$ cat config.mk
export PLATFORM = sky130hd
export DESIGN_NAME = lc4_iq_scheduler
export DESIGN_NICKNAME = d
export VERILOG_FILES = /design/src/rtl/lc4_iq_pkg.sv /design/src/rtl/lc4_iq_retire.sv /design/src/rtl/lc4_iq_scheduler.sv
export SDC_FILE = /design/constraint.sdc
export NUM_CORES = 1
export LEC_CHECK = 0
export CORE_MARGIN = 2
export CORE_UTILIZATION = 49
export DETAILED_ROUTE_END_ITERATION = 16
export HOLD_SLACK_MARGIN = 0.1
export PLACE_DENSITY = 0.81
export RECOVER_POWER = 50
export SLEW_MARGIN = 10
export SYNTH_ARGS = -nofsm -noshare
export SYNTH_HDL_FRONTEND = slang
export SYNTH_SLANG_ARGS = --single-unit
$ cat constraint.sdc
create_clock -name clk -period 7 [get_ports clk]
set_input_delay 1.4 -clock clk [delete_from_list [all_inputs] [get_ports clk]]
set_output_delay 1.4 -clock clk [all_outputs]
set_load 0.03 [all_outputs]
$ cat src/rtl/lc4_iq_pkg.sv
// Shared types and constants for the LC4 issue-queue scheduler.
package lc4_iq_pkg;

  localparam int IQ_DEPTH = 4;
  localparam int PRD_W    = 4;
  localparam int INSN_W   = 16;

  typedef enum logic [1:0] {CHK1, CHK2, ISSUE} state_t;

  typedef struct packed {
    logic [INSN_W-1:0] insn;
    logic [PRD_W-1:0]  prd;
    logic [PRD_W-1:0]  ps1;
    logic [PRD_W-1:0]  ps2;
    logic              ps1_v;
    logic              ps2_v;
  } entry_t;

endpackage

$ cat src/rtl/lc4_iq_retire.sv
// In-order retire: owns the head pointer, emits a registered one-cycle retire pulse
// and tells the queue when an entry is freed (count decrement).
module lc4_iq_retire
  import lc4_iq_pkg::*;
(
  input  logic                    clk,
  input  logic                    rst,
  input  logic                    flush,
  input  logic [IQ_DEPTH-1:0]     valid,
  input  logic [IQ_DEPTH-1:0]     commit,
  input  logic [IQ_DEPTH*PRD_W-1:0] prd_flat,
  output logic [1:0]              head,
  output logic                    fire,
  output logic                    retire_valid,
  output logic [1:0]              retire_idx,
  output logic [PRD_W-1:0]        retire_prd
);

  assign fire = valid[head] & commit[head];

  always_ff @(posedge clk or posedge rst) begin
    if (rst) begin
      head         <= '0;
      retire_valid <= 1'b0;
      retire_idx   <= '0;
      retire_prd   <= '0;
    end else if (flush) begin
      head         <= '0;
      retire_valid <= 1'b0;
    end else begin
      retire_valid <= fire;
      if (fire) begin
        retire_idx <= head;
        retire_prd <= prd_flat[{head, 2'b00} +: PRD_W];
        head       <= head + 2'd1;
      end
    end
  end

endmodule

$ cat src/rtl/lc4_iq_scheduler.sv
// 4-entry LC4 issue queue: allocation, oldest-first operand scan, issue handshake, completion.
// Optional performance counters are built when LC4_IQ_PERF_EN is defined.
module lc4_iq_scheduler #(
  parameter int DEPTH  = 4,
  parameter int PRD_W  = 4,
  parameter int INSN_W = 16
) (
  input  logic                clk,
  input  logic                rst,
  input  logic                flush,
  input  logic                alloc_valid,
  output logic                alloc_ready,
  input  logic [INSN_W-1:0]   alloc_insn,
  input  logic [PRD_W-1:0]    alloc_prd,
  input  logic [PRD_W-1:0]    alloc_ps1,
  input  logic [PRD_W-1:0]    alloc_ps2,
  input  logic                alloc_ps1_v,
  input  logic                alloc_ps2_v,
  output logic [4*INSN_W-1:0] iq_insn_flat,
  output logic [4*PRD_W-1:0]  iq_prd_flat,
  output logic [3:0]          iq_valid,
  output logic [3:0]          iq_issue,
  output logic [3:0]          iq_commit,
  output logic [1:0]          sb_iqx,
  output logic [PRD_W-1:0]    sb_pri,
  input  logic                sb_raw,
  input  logic                sb_ready,
  input  logic [INSN_W-1:0]   sb_bypass,
  output logic                issue_valid,
  input  logic                issue_ack,
  output logic [1:0]          issue_idx,
  output logic [INSN_W-1:0]   issue_insn,
  output logic [PRD_W-1:0]    issue_prd,
  output logic                issue_op1_byp,
  output logic                issue_op2_byp,
  output logic [INSN_W-1:0]   issue_op1_data,
  output logic [INSN_W-1:0]   issue_op2_data,
  input  logic                done_valid,
  input  logic [1:0]          done_idx,
  output logic                retire_valid,
  output logic [1:0]          retire_idx,
  output logic [PRD_W-1:0]    retire_prd,
  output logic [15:0]         perf_issued,
  output logic [15:0]         perf_stalls
);
  import lc4_iq_pkg::*;

  localparam logic [2:0] DEPTH_C = 3'(DEPTH);

  entry_t      ent [IQ_DEPTH];
  logic [3:0]  valid, issue, commit;
  logic [1:0]  tail, scan, head;
  logic [2:0]  count;
  state_t      state;
  logic        op1_byp, op2_byp;
  logic [INSN_W-1:0] op1_data, op2_data;

  entry_t      cur;
  logic        cand, chk_v, avail, byp, alloc_fire, ack_fire, retire_fire;
  logic [1:0]  scan_next;

  assign cur         = ent[scan];
  assign cand        = valid[scan] & ~issue[scan];
  assign chk_v       = (state == CHK2) ? cur.ps2_v : cur.ps1_v;
  assign avail       = ~chk_v | sb_ready | ~sb_raw;
  assign byp         = ~sb_ready & ~sb_raw;
  // Wrap to the oldest entry once the youngest has been examined.
  assign scan_next   = ((count == 3'd0) || (scan == tail - 2'd1)) ? head : scan + 2'd1;
  assign alloc_ready = (count < DEPTH_C);
  assign alloc_fire  = alloc_valid & alloc_ready;
  assign ack_fire    = (state == ISSUE) & issue_ack;

  assign sb_iqx         = scan;
  assign sb_pri         = (state == CHK2) ? cur.ps2 : cur.ps1;
  assign issue_valid    = (state == ISSUE);
  assign issue_idx      = scan;
  assign issue_insn     = cur.insn;
  assign issue_prd      = cur.prd;
  assign issue_op1_byp  = op1_byp;
  assign issue_op2_byp  = op2_byp;
  assign issue_op1_data = op1_data;
  assign issue_op2_data = op2_data;
  assign iq_valid       = valid;
  assign iq_issue       = issue;
  assign iq_commit      = commit;

  always_comb begin
    iq_insn_flat = '0;
    iq_prd_flat  = '0;
    for (int i = 0; i < IQ_DEPTH; i++) begin
      iq_insn_flat[INSN_W*i +: INSN_W] = ent[i].insn;
      iq_prd_flat[PRD_W*i +: PRD_W]    = ent[i].prd;
    end
  end

  lc4_iq_retire u_retire (
    .clk          (clk),
    .rst          (rst),
    .flush        (flush),
    .valid        (valid),
    .commit       (commit),
    .prd_flat     (iq_prd_flat),
    .head         (head),
    .fire         (retire_fire),
    .retire_valid (retire_valid),
    .retire_idx   (retire_idx),
    .retire_prd   (retire_prd)
  );

  always_ff @(posedge clk or posedge rst) begin
    if (rst) begin
      for (int i = 0; i < IQ_DEPTH; i++) ent[i] <= '0;
      valid <= '0; issue <= '0; commit <= '0;
      tail <= '0; count <= '0; scan <= '0; state <= CHK1;
      op1_byp <= 1'b0; op2_byp <= 1'b0; op1_data <= '0; op2_data <= '0;
    end else if (flush) begin
      for (int i = 0; i < IQ_DEPTH; i++) ent[i] <= '0;
      valid <= '0; issue <= '0; commit <= '0;
      tail <= '0; count <= '0; scan <= '0; state <= CHK1;
      op1_byp <= 1'b0; op2_byp <= 1'b0; op1_data <= '0; op2_data <= '0;
    end else begin
      count <= count + {2'b00, alloc_fire} - {2'b00, retire_fire};
      if (alloc_fire) begin
        ent[tail] <= '{insn: alloc_insn, prd: alloc_prd, ps1: alloc_ps1, ps2: alloc_ps2,
                       ps1_v: alloc_ps1_v, ps2_v: alloc_ps2_v};
        valid[tail]  <= 1'b1;
        issue[tail]  <= 1'b0;
        commit[tail] <= 1'b0;
        tail         <= tail + 2'd1;
      end
      // An entry acked this cycle is not yet issued, so a same-cycle done is dropped.
      if (done_valid && valid[done_idx] && issue[done_idx]) commit[done_idx] <= 1'b1;
      if (ack_fire) issue[scan] <= 1'b1;
      if (retire_fire) begin
        ent[head]    <= '0;
        valid[head]  <= 1'b0;
        issue[head]  <= 1'b0;
        commit[head] <= 1'b0;
      end
      case (state)
        CHK1: begin
          if (!cand) begin
            scan <= scan_next;
          end else begin
            op1_byp  <= byp;
            op1_data <= byp ? sb_bypass : '0;
            if (avail) state <= CHK2;
            else       scan  <= scan_next;
          end
        end
        CHK2: begin
          op2_byp  <= byp;
          op2_data <= byp ? sb_bypass : '0;
          if (avail) begin
            state <= ISSUE;
          end else begin
            scan  <= scan_next;
            state <= CHK1;
          end
        end
        ISSUE: begin
          if (issue_ack) begin
            scan  <= head;
            state <= CHK1;
          end
        end
        default: state <= CHK1;
      endcase
    end
  end

`ifdef LC4_IQ_PERF_EN
  logic        stall;
  logic [15:0] issued_q, stalls_q;

  assign stall = ((state == CHK1) & cand & ~avail) | ((state == CHK2) & ~avail);

  always_ff @(posedge clk or posedge rst) begin
    if (rst) begin
      issued_q <= '0;
      stalls_q <= '0;
    end else begin
      if (ack_fire && !flush && issued_q != 16'hFFFF) issued_q <= issued_q + 16'd1;
      if (stall && stalls_q != 16'hFFFF) stalls_q <= stalls_q + 16'd1;
    end
  end

  assign perf_issued = issued_q;
  assign perf_stalls = stalls_q;
`else
  assign perf_issued = 16'd0;
  assign perf_stalls = 16'd0;
`endif

endmodule

==> results.json, run 1 <==
{
  "status": "complete, but fails checks",
  "failed_checks": "max-capacitance violations, max-slew violations",
  "relSlewSlack_pct": -60.38,
  "rows": 50,
  "nFillCells": 1526,
  "hold_viol_final": 0,
  "cts.clk_slew.worst_paths_ns": 0.08,
  "cts.sinks": 184,
  "vdd_ir_drop_max_v": 0.0001717,
  "ys.warnings.count": 0,
  "syn2layout_area_growth_pct": 23.68,
  "switching_power_mw": 1.262,
  "boundaryPins": 251,
  "cts_hold_buf": 0,
  "cts-resized-gates": 0,
  "wl_per_cell_microns": 19.53,
  "insertion_delay_ns": 0.43,
  "p_leak_nw": 5.168,
  "clkPwrFrac_pct": 29.5,
  "post-route-period-util_pct": 65.79,
  "pwr-share-comb_pct": 32.3,
  "n_antenna_cell": 0,
  "die_x_microns": 143.1,
  "crit_path_start_kind": "primary input",
  "netlist_area_sq_um": 9474,
  "cp_max_fo": 63,
  "syn_inst": 965,
  "path_class": "in -> async",
  "coreArea_sq_um": 18830,
  "yosysSeqAreaShare_pct": 48.60,
  "power.share.switching_pct": 37.10,
  "period_minus_slack_ns": 4.605,
  "track_usage_pct": 25.93,
  "tightest_slew_ns": 2.393,
  "grt_pass1_vias": 7263,
  "multi_input_area_sq_um": 3815,
  "drv_slew": 255,
  "fmax_ghz": 0.2171,
  "place_ws_ns": 3.005,
  "intPower_mw": 2.139,
  "dominantRegCellSynth": "dfrtp_1",
  "viasPerCell": 5.520,
  "skew_ns": 0.007291,
  "async_flop_share_pct": 100.0,
  "fin_ws_ns": 2.395,
  "cts_tree": "done",
  "regArea_sq_um": 4607,
  "power_frac_seq_pct": 38.2,
  "arrival_ns": 4.74,
  "cts.htree.levels": 4,
  "path_cells": "dlygate4sd3_1, clkinvlp_2, clkbuf_2",
  "max-cap-violations": 5,
  "grt_pass1_wl_microns": 40270,
  "cp_slowest_cell": "clkbuf_2",
  "drt_first_pass_iters": 5,
  "rsz0062_at_grt": "false",
  "dr.first_iter.drc_count": 535,
  "finalSetupViolCount": 0,
  "place_congestion": 0.8553,
  "cts_made_buffers": 17,
  "antenna_found_initial": 0,
  "drt-total-wl_microns": 26320,
  "power_density_nw_per_um2": 290.2,
  "worstSetupEndpointType": "async pin",
  "min_path_cells": 1,
  "nets": 1150,
  "synth_edf_count": 0,
  "globalRouteOverflowTotal": 0,
  "vias": 7441,
  "hpwlAfterDp_microns": 17410,
  "drtAntennaViolNets": 0,
  "r2r_cells": 6,
  "drive_gt1_share_pct": 9.191,
  "drc": 0,
  "port_buffers": 218,
  "avgSynthCellArea_sq_um": 9.818,
  "cts-root-buf": "clkbuf_16",
  "synth_cell_types": 46,
  "die_area_sq_um": 20460,
  "critPathMaxStageDelay_ns": 1.39,
  "ys_ff_latch": 184,
  "postCtsSetupRepairBufs": 0,
  "die_h_microns": 143.1,
  "start_util_pct": 50.31,
  "critPathRequiredTime_ns": 7.13,
  "clk_path_buf_depth": 2,
  "fin_setup_tns_ns": 0,
  "hold_path_class": "reg -> reg",
  "grt_max_degree": 69
}
## sequential cells by signal (all words and copies together) (netlist names)
register,flops
count,3
ent,40
iq_commit,4
iq_insn_flat,64
iq_issue,4
iq_prd_flat,16
iq_valid,4
issue_idx,2
issue_op1_byp,1
issue_op1_data,16
issue_op2_byp,1
issue_op2_data,16
state,2
tail,2
u_retire.head,2
u_retire.retire_idx,2
u_retire.retire_prd,4
u_retire.retire_valid,1
## metrics by stage
| stage | hold WS, ns | cells | power (mW) | cell area [sq um] | utilization [%] |
|---|---|---|---|---|---|
| 2_1_floorplan | 0.4971 | 996 | 2.076 | 9590 | - |
| 3_3_place_gp | 0.4575 | 1316 | 2.399 | 11110 | 59.00 |
| 3_5_place_dp | 0.4659 | 1316 | 2.427 | 11110 | 59.00 |
| 4_1_cts | 0.4831 | 1348 | 3.428 | 11730 | 62.31 |
| 5_1_grt | 0.5019 | 1348 | 3.550 | 11720 | 62.23 |
| 6_report | 0.4730 | 1348 | 3.401 | 11720 | 62.23 |
## area by class of cell
class	count	share of cell area (%)
repair buffers	234	19.54
well taps	260	2.776
clock inverters	14	1.570
multi-input cells	623	32.56
clock buffers	18	3.748
flip-flops and latches	184	39.32
inverters	15	0.4912
## critical path, delay by kind of cell
family	cells	cell delay [ns]
buffers and inverters	3	3.30
## cell families (layout without fill, tap and decap cells)
group,Yosys count,count (layout),share of synthesized area [%]
AND/OR/NAND/NOR,333,333,14.14
buffers and inverters,189,281,12.45
AO/OA/AOI/OAI,186,186,11.99
flip-flops,184,184,48.60
multiplexers,47,47,9.628
adder cells (fa/ha/maj),19,19,2.589
XOR/XNOR,6,6,0.5547
other,1,32,0.03958
## path summary, 6_finish.rpt
path / start / slack, ns / to
setup reg to reg: issue_idx[0]$_DFFE_PP0P_ / 3.79 / issue_op1_data[9]$_DFFE_PP0P_
hold reg to reg: issue_op2_byp$_DFFE_PP0P_ / 0.47 / issue_op2_byp$_DFFE_PP0P_
min in group asynchronous: rst / 2.08 / iq_insn_flat[18]$_DFF_PP0_
hold / removal: issue_op2_byp$_DFFE_PP0P_ / 0.47 / issue_op2_byp$_DFFE_PP0P_
max in group clk: issue_idx[0]$_DFFE_PP0P_ / 2.58 / issue_insn[10]
setup / recovery: rst / 2.39 / issue_idx[0]$_DFFE_PP0P_
## power by group through the flow
stage / logic, mW / clock network [mW] / registers (mW)
finish: 1.10 / 1.00 / 1.30
global route: 1.17 / 1.06 / 1.32
CTS: 1.11 / 1.02 / 1.30
detailed placement: 1.11 / 0 / 1.32
global placement: 1.09 / 0 / 1.31
floorplan: 0.808 / 0 / 1.27
## synthesized netlist by cell type (2+ instances only)
library cell / n / area, sq um
a32oi_1: 4 / 35.03
o31ai_1: 2 / 15.01
dfrtp_1: 184 / 4604
nor2b_1: 10 / 62.56
a31oi_1: 2 / 12.51
a22o_1: 32 / 280.3
a21oi_1: 126 / 630.6
buf_4: 116 / 870.8
mux2_2: 8 / 90.09
buf_2: 16 / 80.08
nand2_1: 272 / 1021
nor3_1: 7 / 35.03
xor2_1: 2 / 17.52
a21oi_2: 3 / 26.28
nand3_1: 2 / 10.01
clkbuf_1: 39 / 146.4
mux4_2: 34 / 765.7
nand2b_1: 2 / 12.51
xnor2_1: 4 / 35.03
mux2i_1: 3 / 30.03
buf_6: 2 / 22.52
inv_1: 14 / 52.55
o21ai_0: 4 / 20.02
ha_1: 18 / 225.2
nand4_1: 2 / 12.51
nor2_1: 29 / 108.9
and2_1: 4 / 25.02
a21o_1: 6 / 45.04
## placed cells by master (no fill, tap or decap), drive strengths merged, types with 3 or more instances in the layout
master	n
nand2	272
conb	32
dlygate4sd3	77
clkbuf	22
mux2i	3
nor2b	10
ha	18
a21o	6
a21oi	129
inv	19
clkinv	6
nor3	7
xnor2	4
mux4	34
and2	4
mux2	10
o21ai	4
dfrtp	184
buf	12
a22o	32
a32oi	4
clkdlybuf4s50	141
nor2	30
## routing by layer
layer / vias to the layer above / global-route usage [%] / wire length [microns]
met1: 3664 / 33.79 / 10410
met5: - / 0 / 0
li1: 3331 / - / -
met4: 0 / 9.588 / 549
met2: 399 / 43.24 / 13130
met3: 47 / 4.997 / 2235
No activity file was read; power rests on OpenSTA's default activity.
==> run 2, diff against run 1 <==
CORE_UTILIZATION = 45   (was 49)
PLACE_DENSITY = 0.78   (was 0.81)
clock period = 4 ns   (was 7 ns; I/O delays follow)
==> run 2 against run 1 <==
  * The run still ends with max-capacitance violations, max-slew violations left
  * Sequential power increased by 74%
  * Clock skew is 0.0038 ns higher
  * Combinational power grew 83%
  * Clock-buffer cell count fell by 1
  * Critical path depth unchanged
  * Critical endpoint is now issue_prd[2]
  * Largest power group unchanged
  * Highest routed layer unchanged
==> results.json, run 2 (synthesis results as in run 1) <==
{
  "status": "complete, but fails checks",
  "failed_checks": "max-capacitance violations, max-slew violations",
  "grt_pass1_vias": 7469,
  "n_antenna_cell": 0,
  "skew_ns": 0.01106,
  "fmax_ghz": 0.2701,
  "antenna_found_initial": 0,
  "max-cap-violations": 1,
  "vias": 7547,
  "final_common_cell": "nand2_1",
  "power_density_nw_per_um2": 510.2,
  "wl_met3_microns": 2331,
  "wl_per_cell_microns": 19.92,
  "rsz0062_at_grt": "false",
  "cts_tree": "done",
  "die_h_microns": 149.1,
  "routed.top_layer": "met4",
  "cts.clk_slew.worst_paths_ns": 0.07,
  "die_area_sq_um": 22230,
  "drt-total-wl_microns": 27320,
  "drtAntennaViolNets": 0,
  "hold_viol_final": 0,
  "cp_max_fo": 28,
  "path_delay_family": "flip-flops",
  "arrival_ns": 2.90,
  "path_class": "reg -> out",
  "path_buf_inv": 2,
  "mostFrequentLayoutCells": "nand2_1 (272), dfrtp_1 (182), clkdlybuf4s50_1 (165), a21oi_1 (127), dlygate4sd3_1 (53)",
  "boundaryPins": 251,
  "coreArea_sq_um": 20820,
  "syn2layout_area_growth_pct": 25.58,
  "met1_length_microns": 10870,
  "die_x_microns": 149.1,
  "drt_first_pass_iters": 5,
  "cts_hold_buf": 0,
  "globalRouteOverflowTotal": 0,
  "cts-resized-gates": 0,
  "largest_reg_flops": 64,
  "placed_cell_area_sq_um": 11300,
  "grt_max_degree": 77,
  "cts.htree.levels": 4,
  "critPathMaxStageDelay_ns": 0.98,
  "place_congestion": 0.8584,
  "post-route-period-util_pct": 92.56,
  "viasPerCell": 5.501,
  "cp_slowest_cell": "dfrtp_2",
  "critPathRequiredTime_ns": 3.20,
  "grt_pass1_wl_microns": 42220,
  "p_total_mw": 6.070,
  "drive_gt1_share_pct": 9.754,
  "relSlewSlack_pct": -9.503,
  "finalSetupViolCount": 0,
  "drv_slew": 36,
  "period_minus_slack_ns": 3.702,
  "p_leak_nw": 5.163,
  "postCtsSetupRepairBufs": 0,
  "track_usage_pct": 25.00,
  "crit_path_start_kind": "register",
  "dr.first_iter.drc_count": 502,
  "met2WireLength_microns": 13440,
  "vdd_ir_drop_max_v": 0.0002736,
  "final_core_util_pct": 57.14,
  "hpwlAfterDp_microns": 18520,
  "fin_setup_tns_ns": 0,
  "hold_ws_ns": 0.4742,
  "hold_path_class": "reg -> reg",
  "cts_made_buffers": 17,
  "rows": 53,
  "worstSetupEndpointType": "output port",
  "start_util_pct": 45.50,
  "cts-root-buf": "clkbuf_16",
  "design_area_sq_um": 11900,
  "tightest_slew_ns": 1.634,
  "clk_path_buf_depth": 2,
  "nets": 1159,
  "cts.sinks": 184,
  "port_buffers": 218,
  "path_cells": "buf_4, mux4_2, clkdlybuf4s50_1",
  "drc": 0,
  "insertion_delay_ns": 0.43
}
==> run 2: where the power goes <==
group | total (mW) | leakage (nW) | internal, mW | switching [mW]
combinational | 2.01 | 2.32 | 0.807 | 1.20
sequential | 2.26 | 2.54 | 2.02 | 0.238
clock | 1.81 | 0.304 | 1.01 | 0.795
total | 6.07 | 5.16 | 3.84 | 2.23
==> run 2: stage by stage <==
stage | setup slack (ns) | std cells
after floorplan | 0.8355 | 996
final | 0.2976 | 1372
after global placement | 0.7601 | 1340
after global routing | 0.1515 | 1372
after CTS | 0.2440 | 1372
after detailed placement | 0.6968 | 1340
==> run 2: layout make-up <==
class | instances | area [sq um]
clock inverter | 15 | 209.0
clock buffer | 17 | 425.4
fill | 1772 | 8925
sequential | 184 | 4607
inverter | 15 | 57.56
multi-input combinational | 623 | 3811
tap | 275 | 344.1
timing repair buffer | 243 | 2444
==> run 2: per-layer routing <==
layer | global-route usage [%] | vias up
met2 | 41.29 | 412
li1 | - | 3345
met4 | 9.619 | 0
met1 | 33.08 | 3743
met5 | 0 | -
met3 | 4.434 | 47
==> run 2: worst paths after layout <==
check / start / to / slack [ns] / depth (start not counted)
min reg2reg: issue_op2_byp$_DFFE_PP0P_ / issue_op2_byp$_DFFE_PP0P_ / 0.47 / 1
max: issue_idx[0]$_DFFE_PP0P_ / issue_prd[2] / 0.30 / 3
min in group asynchronous: rst / issue_op1_data[14]$_DFFE_PP0P_ / 1.22 / 2
max in group asynchronous: rst / issue_idx[0]$_DFFE_PP0P_ / 0.79 / 3
max reg2reg: u_retire.head[0]$_DFFE_PP0P_ / count[2]$_DFF_PP0_ / 0.90 / 11
min: issue_op2_byp$_DFFE_PP0P_ / issue_op2_byp$_DFFE_PP0P_ / 0.47 / 1
==> run 2: worst reg2reg max path, delay by kind of cell, from the launching register on <==
family          cells  cell delay [ns]
xor+xnor            2             0.31
simple gates        2             0.31
fa+ha+maj           3             0.84
compound gates      2             0.64
flops               1             0.76
buf+inv             2             0.10
==> run 3, diff against run 2 <==
PLACE_DENSITY = 0.85   (was 0.78)
==> run 3 against run 2 <==
  * The flow still finishes with violations (max-capacitance violations, max-slew violations)
  * Critical path depth did not move
  * Via count up 0.90%
  * Flip-flop and latch count stayed put
  * First-iteration DRC count up 20%
  * Clock skew increased by 0.0017 ns
  * Worst setup slack gained 0.16 ns
  * Utilization is 0.59 points lower
  * Clock-buffer cell count unchanged
  * Die area is the same
  * Design area shrank 1.0%
  * Highest routed layer is now met5
==> results.json, run 3 (synthesis results as in run 1) <==
{
  "status": "complete, but fails checks",
  "failed_checks": "max-capacitance violations, max-slew violations",
  "multi_input_area_sq_um": 3811,
  "grt_max_degree": 52,
  "timing.rr.start": "iq_valid[0]$_DFF_PP0_",
  "path_class": "reg -> out",
  "antenna_found_initial": 1,
  "cts_tree": "done",
  "min_path_cells": 1,
  "start_util_pct": 45.50,
  "r2r-end": "count[2]$_DFF_PP0_",
  "power_density_nw_per_um2": 502.8,
  "tightest_slew_ns": 1.535,
  "hpwlAfterDp_microns": 18780,
  "min_to": "issue_op1_byp$_DFFE_PP0P_",
  "fin_setup_tns_ns": 0,
  "rows": 53,
  "p_total_mw": 5.920,
  "nFillCells": 1791,
  "wl_per_cell_microns": 19.93,
  "drv_slew": 31,
  "grt_pass1_vias": 7489,
  "mostFrequentLayoutCells": "nand2_1 (272), clkdlybuf4s50_1 (204), dfrtp_1 (182), a21oi_1 (127), mux4_2 (34)",
  "r2r_cells": 12,
  "clk_path_buf_depth": 2,
  "vdd_ir_drop_max_v": 0.0002726,
  "die_h_microns": 149.1,
  "cts_made_buffers": 17,
  "boundaryPins": 251,
  "port_buffers": 218,
  "cts-resized-gates": 0,
  "crit_path_start_kind": "register",
  "max-cap-violations": 1,
  "worstSetupEndpointType": "output port",
  "drc": 0,
  "p_leak_nw": 4.980,
  "cts_hold_buf": 0,
  "reg2reg_slack_ns": 1.12,
  "postCtsSetupRepairBufs": 0,
  "rsz0062_at_grt": "false",
  "globalRouteOverflowTotal": 0,
  "cts.sinks": 184,
  "skew_ns": 0.01275,
  "drive_gt1_share_pct": 9.480,
  "die_area_sq_um": 22230,
  "fmax_ghz": 0.2826,
  "place_congestion": 0.8431,
  "hp-start": "issue_op1_byp$_DFFE_PP0P_",
  "track_usage_pct": 24.79,
  "arrival_ns": 2.74,
  "vias": 7615,
  "post-route-period-util_pct": 88.45,
  "viasPerCell": 5.550,
  "finalSetupViolCount": 0,
  "final_common_cell": "nand2_1",
  "cts.htree.levels": 4,
  "hold_viol_final": 0,
  "dr.first_iter.drc_count": 604,
  "grt_pass1_wl_microns": 41990,
  "hold_path_class": "reg -> reg",
  "nets": 1160,
  "drtAntennaViolNets": 0,
  "drt_first_pass_iters": 7,
  "cp_max_fo": 24,
  "relSlewSlack_pct": -2.357,
  "insertion_delay_ns": 0.44,
  "syn2layout_area_growth_pct": 24.29,
  "period_minus_slack_ns": 3.538,
  "largest_reg_flops": 64,
  "coreArea_sq_um": 20820,
  "cts.clk_slew.worst_paths_ns": 0.07,
  "regArea_sq_um": 4607,
  "n_antenna_cell": 0,
  "cts-root-buf": "clkbuf_16",
  "critPathRequiredTime_ns": 3.20,
  "die_x_microns": 149.1,
  "drt-total-wl_microns": 27340
}
[run 3: cell count changes in the layout (fill, tap and decap cells not counted), moves of 3 or more]
| cell | previous run | this run |
|---|---|---|
| and2_0 | 0 | 4 |
| and2_1 | 4 | 0 |
| buf_12 | 7 | 2 |
| clkbuf_1 | 3 | 6 |
| clkdlybuf4s50_1 | 165 | 204 |
| clkinv_4 | 1 | 4 |
| dlygate4sd3_1 | 53 | 14 |
[run 3: how the worst max path moves through the flow]
stage / startpoint / endpoint / slack (ns) / cells after the start
global placement: issue_idx[0]$_DFFE_PP0P_ / issue_insn[2] / 0.95 / 3
global route: issue_idx[0]$_DFFE_PP0P_ / issue_insn[10] / 0.33 / 3
detailed placement: issue_idx[0]$_DFFE_PP0P_ / issue_insn[14] / 0.90 / 3
finish: issue_idx[0]$_DFFE_PP0P_ / issue_insn[10] / 0.46 / 3
floorplan: rst / count[0]$_DFF_PP0_ / 0.84 / 1
CTS: issue_idx[0]$_DFFE_PP0P_ / issue_insn[10] / 0.42 / 3
[run 3: per-stage QoR]
stage / util [%] / setup WS [ns] / cells / instance area, sq um / hold WS, ns
after CTS: 56.72 / 0.4214 / 1372 / 11810 / 0.4875
after floorplan: - / 0.8355 / 996 / 9594 / 0.4971
after global routing: 56.55 / 0.3306 / 1372 / 11780 / 0.5078
final: 56.55 / 0.4619 / 1372 / 11780 / 0.4841
after global placement: 53.92 / 0.9492 / 1341 / 11230 / 0.4594
after detailed placement: 53.92 / 0.9017 / 1341 / 11230 / 0.4706
[run 3: power by group]
part / internal (mW) / leakage [nW] / switching, mW / total (mW)
Clock: 0.885 / 0.289 / 0.782 / 1.67
Combinational: 0.792 / 2.15 / 1.21 / 2.00
Sequential: 2.02 / 2.54 / 0.232 / 2.25
[run 3: metal layers]
layer,share of wire (%),track usage [%]
met1,38,32.03
met2,50,41.18
met3,9.2,4.985
met4,2.6,9.905
met5,0.048,0
[run 3: cell type report]
| class | count | share of cell area, % |
|---|---|---|
| clock buffers | 17 | 3.613 |
| clock inverters | 14 | 1.339 |
| inverters | 15 | 0.4888 |
| multi-input cells | 623 | 32.37 |
| flip-flops and latches | 184 | 39.12 |
| well taps | 275 | 2.922 |
| repair buffers | 244 | 20.15 |
[run 3: critical path, stage by stage (launching register included)]
cell             delay (ns)
dfrtp_2                0.89
buf_12                 0.27
mux4_2                 0.53
clkdlybuf4s50_1        0.61
